$ cat config.mk
export PLATFORM = sky130hd
export DESIGN_NAME = uart_tx_arbiter
export DESIGN_NICKNAME = d
export VERILOG_FILES = /design/src/rtl/uart_arb_pkg.sv /design/src/rtl/uart_rr_pick.sv /design/src/rtl/uart_tx_arbiter.sv
export SDC_FILE = /design/constraint.sdc
export NUM_CORES = 1
export LEC_CHECK = 0
export BUFFER_PORTS_ARGS = -buffer_cell sky130_fd_sc_hd__buf_2
export CORE_ASPECT_RATIO = 0.75
export CORE_UTILIZATION = 55
export CTS_CLUSTER_SIZE = 14
export DETAILED_ROUTE_END_ITERATION = 10
export PLACE_DENSITY = 0.85
export SYNTH_ARGS = -nofsm -noshare
export SYNTH_HDL_FRONTEND = slang
export SYNTH_HIERARCHICAL = 1
export SYNTH_SLANG_ARGS = --single-unit
$ cat constraint.sdc
create_clock -name clk -period 5.85 [get_ports clk]
set_clock_uncertainty 0.2 [all_clocks]
set_input_delay 0.2925 -clock clk [delete_from_list [all_inputs] [get_ports clk]]
set_output_delay 0.2925 -clock clk [all_outputs]
set_load 0.03 [all_outputs]
$ cat src/rtl/uart_arb_pkg.sv
// uart_arb_pkg: shared types and constants for the UART transmit arbiter.
//   arb_state_e  : arbiter FSM states (ID only reachable when UART_ARB_ID_PREFIX_EN is defined)
//   rel_cause_e  : why a grant was released
//   ID_MARKER    : high nibble of the per-grant header byte
//   id_header()  : builds the header byte {ID_MARKER, requester id}
package uart_arb_pkg;

   typedef enum logic [1:0] {
      IDLE = 2'd0,
      ID   = 2'd1,
      XFER = 2'd2
   } arb_state_e;

   typedef enum logic [1:0] {
      REL_LAST = 2'd0,
      REL_MAX  = 2'd1,
      REL_TMO  = 2'd2
   } rel_cause_e;

   localparam logic [3:0] ID_MARKER = 4'hA;

   function automatic logic [7:0] id_header(input logic [3:0] id);
      return {ID_MARKER, id};
   endfunction

endpackage

$ cat src/rtl/uart_rr_pick.sv
// uart_rr_pick: combinational round-robin selector.
//   Scans req_i starting at last_i+1 and wrapping modulo NUM_REQ, returning the
//   first set position. The previous winner is therefore examined last.
// Ports:
//   req_i   in  NUM_REQ          request vector
//   last_i  in  $clog2(NUM_REQ)  most recently granted index
//   found_o out 1                at least one request set
//   idx_o   out $clog2(NUM_REQ)  selected index (0 when found_o=0)
module uart_rr_pick
   import uart_arb_pkg::*;
#(
   parameter int NUM_REQ = 4
) (
   input  logic [NUM_REQ-1:0]         req_i,
   input  logic [$clog2(NUM_REQ)-1:0] last_i,
   output logic                       found_o,
   output logic [$clog2(NUM_REQ)-1:0] idx_o
);

   localparam int IW = $clog2(NUM_REQ);

   logic [IW-1:0] cand_s;
   logic          hit_s;

   // Priority scan from last_i+1 around the ring; first hit wins.
   always_comb begin
      found_o = 1'b0;
      idx_o   = '0;
      cand_s  = '0;
      hit_s   = 1'b0;
      for (int k = 1; k <= NUM_REQ; k++) begin
         cand_s  = IW'((int'(last_i) + k) % NUM_REQ);
         hit_s   = req_i[cand_s] & ~found_o;
         idx_o   = hit_s ? cand_s : idx_o;
         found_o = found_o | hit_s;
      end
   end

endmodule

$ cat src/rtl/uart_tx_arbiter.sv
// uart_tx_arbiter: shares one UART THR write port among NUM_REQ byte streams.
//   Round-robin grant held for a burst; released on req_last, after MAX_BURST
//   bytes, or after TIMEOUT cycles with the grantee's valid low. Writes are
//   paced to at most one every two cycles so the registered thr_full, which
//   lags a write by one cycle, can never be overrun.
//   Optional: define UART_ARB_ID_PREFIX_EN to emit a header byte
//   {4'hA, grant id} at the start of every grant.
// Ports:
//   clk, rst_n   clock, asynchronous active-low reset
//   req_valid    per-requester byte available
//   req_data     requester i byte at [8i+7:8i]
//   req_last     per-requester last byte of burst
//   req_ready    per-requester accept (combinational)
//   thr_full     THR FIFO full
//   thr_wr_en    THR write strobe (registered pulse)
//   thr_wdata    THR write data (registered)
//   busy         arbiter not idle
//   grant_id     current / last granted requester
//   burst_cut    pulse: grant released by MAX_BURST or TIMEOUT
module uart_tx_arbiter
   import uart_arb_pkg::*;
#(
   parameter int NUM_REQ   = 4,
   parameter int MAX_BURST = 16,
   parameter int TIMEOUT   = 64
) (
   input  logic                       clk,
   input  logic                       rst_n,
   input  logic [NUM_REQ-1:0]         req_valid,
   input  logic [NUM_REQ*8-1:0]       req_data,
   input  logic [NUM_REQ-1:0]         req_last,
   output logic [NUM_REQ-1:0]         req_ready,
   input  logic                       thr_full,
   output logic                       thr_wr_en,
   output logic [7:0]                 thr_wdata,
   output logic                       busy,
   output logic [$clog2(NUM_REQ)-1:0] grant_id,
   output logic                       burst_cut
);

   localparam int            GW        = $clog2(NUM_REQ);
   localparam logic [GW-1:0] LAST_RST  = GW'(NUM_REQ - 1);
   localparam logic [7:0]    BURST_LIM = 8'(MAX_BURST - 1);
   localparam logic [7:0]    IDLE_LIM  = 8'(TIMEOUT - 1);

   arb_state_e    state_q, state_d;
   logic [GW-1:0] grant_q, grant_d;
   logic [GW-1:0] last_grant_q, last_grant_d;
   logic [7:0]    burst_cnt_q, burst_cnt_d;
   logic [7:0]    idle_cnt_q, idle_cnt_d;
   logic          wr_en_q, wr_en_d;
   logic [7:0]    wdata_q, wdata_d;
   logic          cut_q, cut_d;

   logic          pick_found_s;
   logic [GW-1:0] pick_idx_s;
   logic          g_valid_s;
   logic          g_last_s;
   logic [7:0]    g_data_s;
   logic          hs_s;
   rel_cause_e    rel_cause_s;

   uart_rr_pick #(.NUM_REQ(NUM_REQ)) u_pick (
      .req_i   (req_valid),
      .last_i  (last_grant_q),
      .found_o (pick_found_s),
      .idx_o   (pick_idx_s)
   );

   assign g_valid_s = req_valid[grant_q];
   assign g_last_s  = req_last[grant_q];
   assign g_data_s  = req_data[{grant_q, 3'b000} +: 8];

   // Next-state logic: grant selection, handshake, burst/idle counting and release.
   always_comb begin
      state_d      = state_q;
      grant_d      = grant_q;
      last_grant_d = last_grant_q;
      burst_cnt_d  = burst_cnt_q;
      idle_cnt_d   = idle_cnt_q;
      wr_en_d      = 1'b0;
      wdata_d      = wdata_q;
      cut_d        = 1'b0;
      hs_s         = 1'b0;
      rel_cause_s  = REL_LAST;
      case (state_q)
         IDLE: begin
            if (pick_found_s) begin
               grant_d     = pick_idx_s;
               burst_cnt_d = 8'd0;
               idle_cnt_d  = 8'd0;
`ifdef UART_ARB_ID_PREFIX_EN
               state_d     = ID;
`else
               state_d     = XFER;
`endif
            end else begin
               state_d = IDLE;
            end
         end
`ifdef UART_ARB_ID_PREFIX_EN
         ID: begin
            // Header obeys the same pacing as data bytes.
            if (!thr_full && !wr_en_q) begin
               wr_en_d = 1'b1;
               wdata_d = id_header(4'(grant_q));
               state_d = XFER;
            end else begin
               state_d = ID;
            end
         end
`endif
         XFER: begin
            // A write in flight blocks the next accept: thr_full has not caught up yet.
            hs_s = g_valid_s & ~thr_full & ~wr_en_q;
            if (hs_s) begin
               wr_en_d     = 1'b1;
               wdata_d     = g_data_s;
               burst_cnt_d = burst_cnt_q + 8'd1;
               idle_cnt_d  = 8'd0;
               if (g_last_s) begin
                  rel_cause_s  = REL_LAST;
                  state_d      = IDLE;
                  last_grant_d = grant_q;
               end else if (burst_cnt_q == BURST_LIM) begin
                  rel_cause_s  = REL_MAX;
                  state_d      = IDLE;
                  last_grant_d = grant_q;
               end else begin
                  state_d = XFER;
               end
            end else if (!g_valid_s) begin
               if (idle_cnt_q == IDLE_LIM) begin
                  rel_cause_s  = REL_TMO;
                  state_d      = IDLE;
                  last_grant_d = grant_q;
               end else begin
                  idle_cnt_d = idle_cnt_q + 8'd1;
               end
            end else begin
               // Valid but held off by thr_full: not idle, counter holds.
               idle_cnt_d = idle_cnt_q;
            end
            cut_d = (state_d == IDLE) && (rel_cause_s != REL_LAST);
         end
         default: begin
            state_d = IDLE;
         end
      endcase
   end

   // Only the granted requester can see ready, and only on a real handshake.
   always_comb begin
      req_ready           = '0;
      req_ready[grant_q]  = hs_s;
   end

   // State and output registers.
   always_ff @(posedge clk or negedge rst_n) begin
      if (!rst_n) begin
         state_q      <= IDLE;
         grant_q      <= '0;
         last_grant_q <= LAST_RST;
         burst_cnt_q  <= 8'd0;
         idle_cnt_q   <= 8'd0;
         wr_en_q      <= 1'b0;
         wdata_q      <= 8'd0;
         cut_q        <= 1'b0;
      end else begin
         state_q      <= state_d;
         grant_q      <= grant_d;
         last_grant_q <= last_grant_d;
         burst_cnt_q  <= burst_cnt_d;
         idle_cnt_q   <= idle_cnt_d;
         wr_en_q      <= wr_en_d;
         wdata_q      <= wdata_d;
         cut_q        <= cut_d;
      end
   end

   assign thr_wr_en = wr_en_q;
   assign thr_wdata = wdata_q;
   assign busy      = (state_q != IDLE);
   assign grant_id  = grant_q;
   assign burst_cut = cut_q;

endmodule

* Word-level counts from Yosys, hierarchy flattened
Cells that the tools add are included.
** Operators by class
- $add $sub $neg :: 6
- $lt $le $gt $ge :: 6
- Equal/unequal tests :: 9
- Shift-type cells :: 1
- Multiplexer cells :: 48
- Bitwise gates (word level) :: 14
- Reductions and logical operators :: 13
** Operators by type and width (number)
- $mux 2 :: 20
- $mux 8 :: 5
- $pmux 8 s2 :: 2
- $shiftx 32x6->8 :: 1
- $add 8x1->8 const B :: 2
- $lt 2x3->1 const B :: 5
- $mux 1 :: 13
- $bmux 1 s2 :: 6
- $eq 8x4->1 const B :: 1
- $eq 8x6->1 const B :: 1
- $reduce_and 4->1 :: 2
- $reduce_bool 2->1 :: 4
- $ne 3x3->1 const B :: 2
- $and 1x1->1 :: 5
- $not 1->1 :: 5
- $add 2x1->2 const B :: 2
- $add 2x2->2 const B :: 2
- $and 4x4->4 :: 1
- $logic_not 2->1 :: 2
- $ne 2x2->1 const B :: 2
- $pmux 2 s2 :: 1
- $reduce_and 2->1 :: 2
- $ne 3x2->1 const B :: 1
- $or 1x1->1 :: 3
- other kinds (6) :: 7
** Word-level totals
- Register bits after elaboration :: 32
- Input bits :: 43
- Output and inout bits :: 17
- Logic and storage cells :: 105

* Longest topological paths before layout
- Word-level depth :: 14
- Gate-level depth with buffers :: 6
- Gate-level depth less buffers :: 6

* By module
The synthesis kept the hierarchy.
** By module, submodules not included
- uart_tx_arbiter :: instances 1, cells an instance 173, area an instance 1866.8 um^2, seq. area each 803.3 um^2
- uart_rr_pick :: instances 1, cells an instance 14, area an instance 91.3 um^2, seq. area each 0.0 um^2

* Worst setup path before layout
Ideal clock, no wire load.
- Path type :: flip-flop to output port
- From :: register grant_q[1], in the netlist grant_id[1]
- To :: output req_ready[2]
- Arrival :: 2.222 ns
- Required time :: 5.358 ns
- Setup slack :: 3.135 ns
- Stages on the path, launching flop included :: 6
- Buffers on the path :: 2
- Cell sequence :: dfrtp_1 > clkbuf_1 > mux4_2 > nand3_1 > buf_2 > nor3b_1
** Between the ends
- Cells in the longest elaborated chain, start to end :: 6
- Elaborated cells on any way between the ends :: 11
- Classes of those cells :: 2 x order compare; 5 x mux; 3 x bitwise; 1 x reduce/logical
** RTL lines
- start: declaration :: line uart_tx_arbiter.sv:47 : logic [GW-1:0] grant_q, grant_d;
- start signal: assignment :: line uart_tx_arbiter.sv:171 : grant_q <= grant_d;
- $bmux 1 s2 :: line uart_tx_arbiter.sv:70 : assign g_valid_s = req_valid[grant_q];
- $mux 1 (not written as such) :: line uart_tx_arbiter.sv:70
- $and 1x1->1 (2 in a row) :: line uart_tx_arbiter.sv:115 : hs_s = g_valid_s & ~thr_full & ~wr_en_q;
- $mux 1 :: line uart_tx_arbiter.sv:86 : case (state_q)
- $and 4x4->4 (no line) (*)
- end: declaration :: line uart_tx_arbiter.sv:32 : output logic [NUM_REQ-1:0] req_ready,
Mark *: on every way between the ends. The rest lies on a longest branch, timed or not. The select of a mux whose other input is x is not followed.

* Worst setup path after layout
- From :: register grant_q[0], in the netlist grant_id[0]
- To :: output req_ready[3]
** Between the ends
- Cells in the longest elaborated chain, start to end :: 6
- Elaborated cells on any way between the ends :: 11
- Classes of those cells :: 2 x order compare; 5 x mux; 3 x bitwise; 1 x reduce/logical
** RTL lines
- $bmux 1 s2 :: line uart_tx_arbiter.sv:70
- $mux 1 (not written as such) :: line uart_tx_arbiter.sv:70
- $and 1x1->1 (2 in a row) :: line uart_tx_arbiter.sv:115
- $mux 1 :: line uart_tx_arbiter.sv:86
- named net hs_s :: line uart_tx_arbiter.sv:60 : logic hs_s;
- $and 4x4->4 (no line)
The timed path passes the listed nets, and every way through them passes these cells. The select of a mux whose other input is x is not followed.

==> impl_metrics.py <==
metrics = {
    "run_status": {
        "status": "finished, final reports clean",
    },
    "clock_tree": {
        "h-tree-depth": 2,
        "cts_resized": 0,
        "cts_buffer_depth": 2,
        "cts.reportedPaths.clkPinSlew_ns": 0.06,
        "root_buffer": "clkbuf_8",
        "cts_tree": "yes",
        "cts_sinks": 32,
        "cts_setup_buffers": 0,
        "clkLatencyLatePin_ns": 0.28,
        "cts_buffers": 5,
    },
    "synthesis": {
        "synth-simple-area-share": 0.220,
        "yosys.area.top_type": "dfrtp_1",
        "syn-mean-instance-area_um2": 10.5,
        "synthMuxAreaShare": 0.176,
        "synthArstFlopShare": 1.00,
        "synth_fp_nets": 232,
        "syn_inst": 187,
        "syn_area_um2": 1960,
        "synth_compound_area_frac": 0.132,
        "ys_types": 47,
        "ys_ff_latch": 32,
        "synthXorXnorAreaFrac": 0.0134,
        "synth_fa_ha_area_frac": 0.0128,
        "yosys_warnings": 6,
        "synth_flop_cell": "dfrtp_1",
        "synth-edff-count": 0,
        "synth_top_family_by_area": "simple AND/OR/NAND/NOR gates",
        "synth_seq_area_share": 0.410,
        "synthTopCellsByArea": "dfrtp_1, mux4_2, mux2_2",
        "synth_top_area_frac": 0.383,
    },
    "cells_and_area": {
        "regArea_um2": 803,
        "stdcell_area_um2": 2370,
        "fin_cells": 288,
        "nets": 292,
        "drive_gt1_frac": 0.371,
        "multi_input_area_um2": 1090,
        "diodes": 0,
        "area_growth_pct": 21.0,
        "fillers": 252,
        "finish.utilization": 0.711,
    },
    "power": {
        "p_leak_nw": 1.10,
        "power_uw": 722,
        "p_sw_uw": 255,
        "internal_power_uw": 468,
        "combPwrFrac": 0.327,
        "pwr-share-seq": 0.416,
        "swShare": 0.353,
        "power_density_nw_per_um2": 305,
        "clkPwrFrac": 0.257,
        "vdd_drop_max_uv": 182,
    },
    "global_route": {
        "overflow": 0,
        "grt_pass1_wl_um": 6820,
        "grt_usage": 0.242,
        "grt_max_degree": 33,
        "antenna_found_initial": 0,
        "grt_pass1_vias": 1483,
    },
    "place": {
        "io_buffer_count": 59,
        "dpl.cell_count": 279,
        "dpl.hpwl_um": 3150,
        "pre_cts_slack_ns": 2.66,
        "dpl_cell_area_um2": 2260,
        "gp_congestion": 0.979,
    },
    "drt": {
        "post-route-drc-count": 0,
        "wl_um": 4280,
        "first_pass_iters": 6,
        "drtIter0Drc": 149,
        "antenna_left": 0,
        "drt-vias-per-instance": 6.00,
        "vias": 1729,
        "wl_per_cell_um": 14.9,
    },
    "timing": {
        "hold_slack_ns": 0.216,
        "min_period_ns": 3.48,
        "timing_hold_violations_final": 0,
        "min_period_over_period": 0.595,
        "finalSetupViolCount": 0,
        "fin_ws_ns": 2.37,
        "fmax_mhz": 287,
        "maxSlewViolCount": 0,
        "rsz0062_at_grt": "false",
        "slew_headroom": 0.485,
        "tightest_slew_ns": 0.773,
        "tns_ns": 0,
    },
    "setup_path": {
        "crit_path_start_kind": "flop",
        "reg2reg_from": "grant_id[0]",
        "cp.arrival_ns": 2.99,
        "reg2reg_depth": 4,
        "crit_fanout": 17,
        "critical_path_class": "flop to primary output",
        "r2r_slack_ns": 2.87,
        "cp_data_required_time_ns": 5.36,
        "rr_endpoint": "burst_cnt_q[6]",
        "end_kind": "primary output",
    },
    "floorplan": {
        "die_x_um": 70.9,
        "start_util": 0.587,
        "dieHeight_um": 53.7,
        "dieArea_um2": 3810,
        "rows": 18,
        "coreArea_um2": 3330,
        "io_pins": 60,
    },
    "min_path": {
        "holdPathEnd": "grant_id[0]",
        "holdCritPathClass": "input pin to flop",
        "min_from": "req_valid[0]",
        "whs_path_depth": 4,
    },
    "run": {
        "drv_cap": 0,
    },
}
==> cell families (layout without fill, tap and decap cells) <==
logic type	count (synthesis)	in the layout
AOI/OAI and AO/OA	39	39
xor gates and xnor gates	3	3
adders and majority gates	2	2
buffers and inverters	13	74
DFF	32	32
muxes	21	21
other	1	1
and+or+nand+nor	76	76
==> sequential cells by signal, indices dropped and copies added (netlist names) <==
register and cells:
thr_wdata 8, burst_cut 1, last_grant_q 2, idle_cnt_q 8, state_q 2, thr_wr_en 1, burst_cnt_q 8, grant_id 2
==> how the worst max path moves through the flow <==
stage	startpoint	slack [ns]	cells after the start	end
floorplan	grant_id[1]	3.14	5	req_ready[2]
global placement	grant_id[0]	2.79	5	req_ready[3]
detailed placement	grant_id[0]	2.66	5	req_ready[3]
CTS	grant_id[0]	2.35	5	req_ready[3]
global route	grant_id[0]	2.16	5	req_ready[3]
finish	grant_id[0]	2.37	5	req_ready[3]
==> per-layer routing <==
metal / up-vias / part of all wire / global-route usage
met1: 831 / 0.48 / 0.347
met2: 70 / 0.44 / 0.351
li1: 822 / - / -
met3: 6 / 0.070 / 0.0805
met5: - / 0 / 0
met4: 0 / 0.0093 / 0.0733
==> cells in the final DEF, fill, tap and decap left out, types with 3 or more instances in the layout <==
cell / n
dfrtp_1: 30
nor2_1: 8
nor3b_1: 3
buf_2: 59
o21ai_0: 6
clkbuf_8: 7
and3_1: 6
a31oi_1: 6
and2_1: 3
xor2_1: 3
o211ai_1: 3
nand3_1: 10
or3_1: 4
a21oi_1: 12
nand4_1: 4
mux2_2: 8
nand2_1: 20
mux2i_1: 3
inv_1: 6
mux4_2: 10
nand2b_1: 6
==> cell usage after synthesis, drive strengths merged, types with 3 or more instances <==
master / n
inv: 6
o211ai: 3
mux2: 8
xor2: 3
or3: 4
nor3: 3
a21oi: 13
nor2: 8
nand4: 4
mux4: 10
nor3b: 4
and2: 3
nand2b: 6
mux2i: 3
buf: 5
a31oi: 6
nand2: 20
nand3: 10
o21ai: 6
and3: 6
dfrtp: 30
==> layout make-up <==
cell class / instances / share of cell area
clock buffers: 8 / 0.0422
inverters: 6 / 0.00950
multi-input cells: 142 / 0.459
flip-flops and latches: 32 / 0.339
well taps: 40 / 0.0211
repair buffers: 60 / 0.129
==> power by group through the flow <==
stage                     logic, mW  clock network (mW)  registers, mW
final                         0.236               0.186          0.301
after global routing          0.255               0.201          0.309
after CTS                     0.237               0.188          0.301
after detailed placement      0.235                   0          0.305
after global placement        0.230                   0          0.301
after floorplan               0.125                   0          0.347
==> timing repair <==
| item | in CTS | in global routing |
|---|---|---|
| endpoints found under the setup margin | 0 | 0 |
| hold buffers | 1 | 0 |
| hold endpoints to repair | 30 | 0 |
==> worst max-delay path, cell delays in order, from the launching register on <==
cell and delay, ns:
dfrtp_1 0.84, mux4_2 0.73, nand3_1 0.57, inv_1 0.17, and3_1 0.22, buf_2 0.17
(Power assumes the default switching activity.)
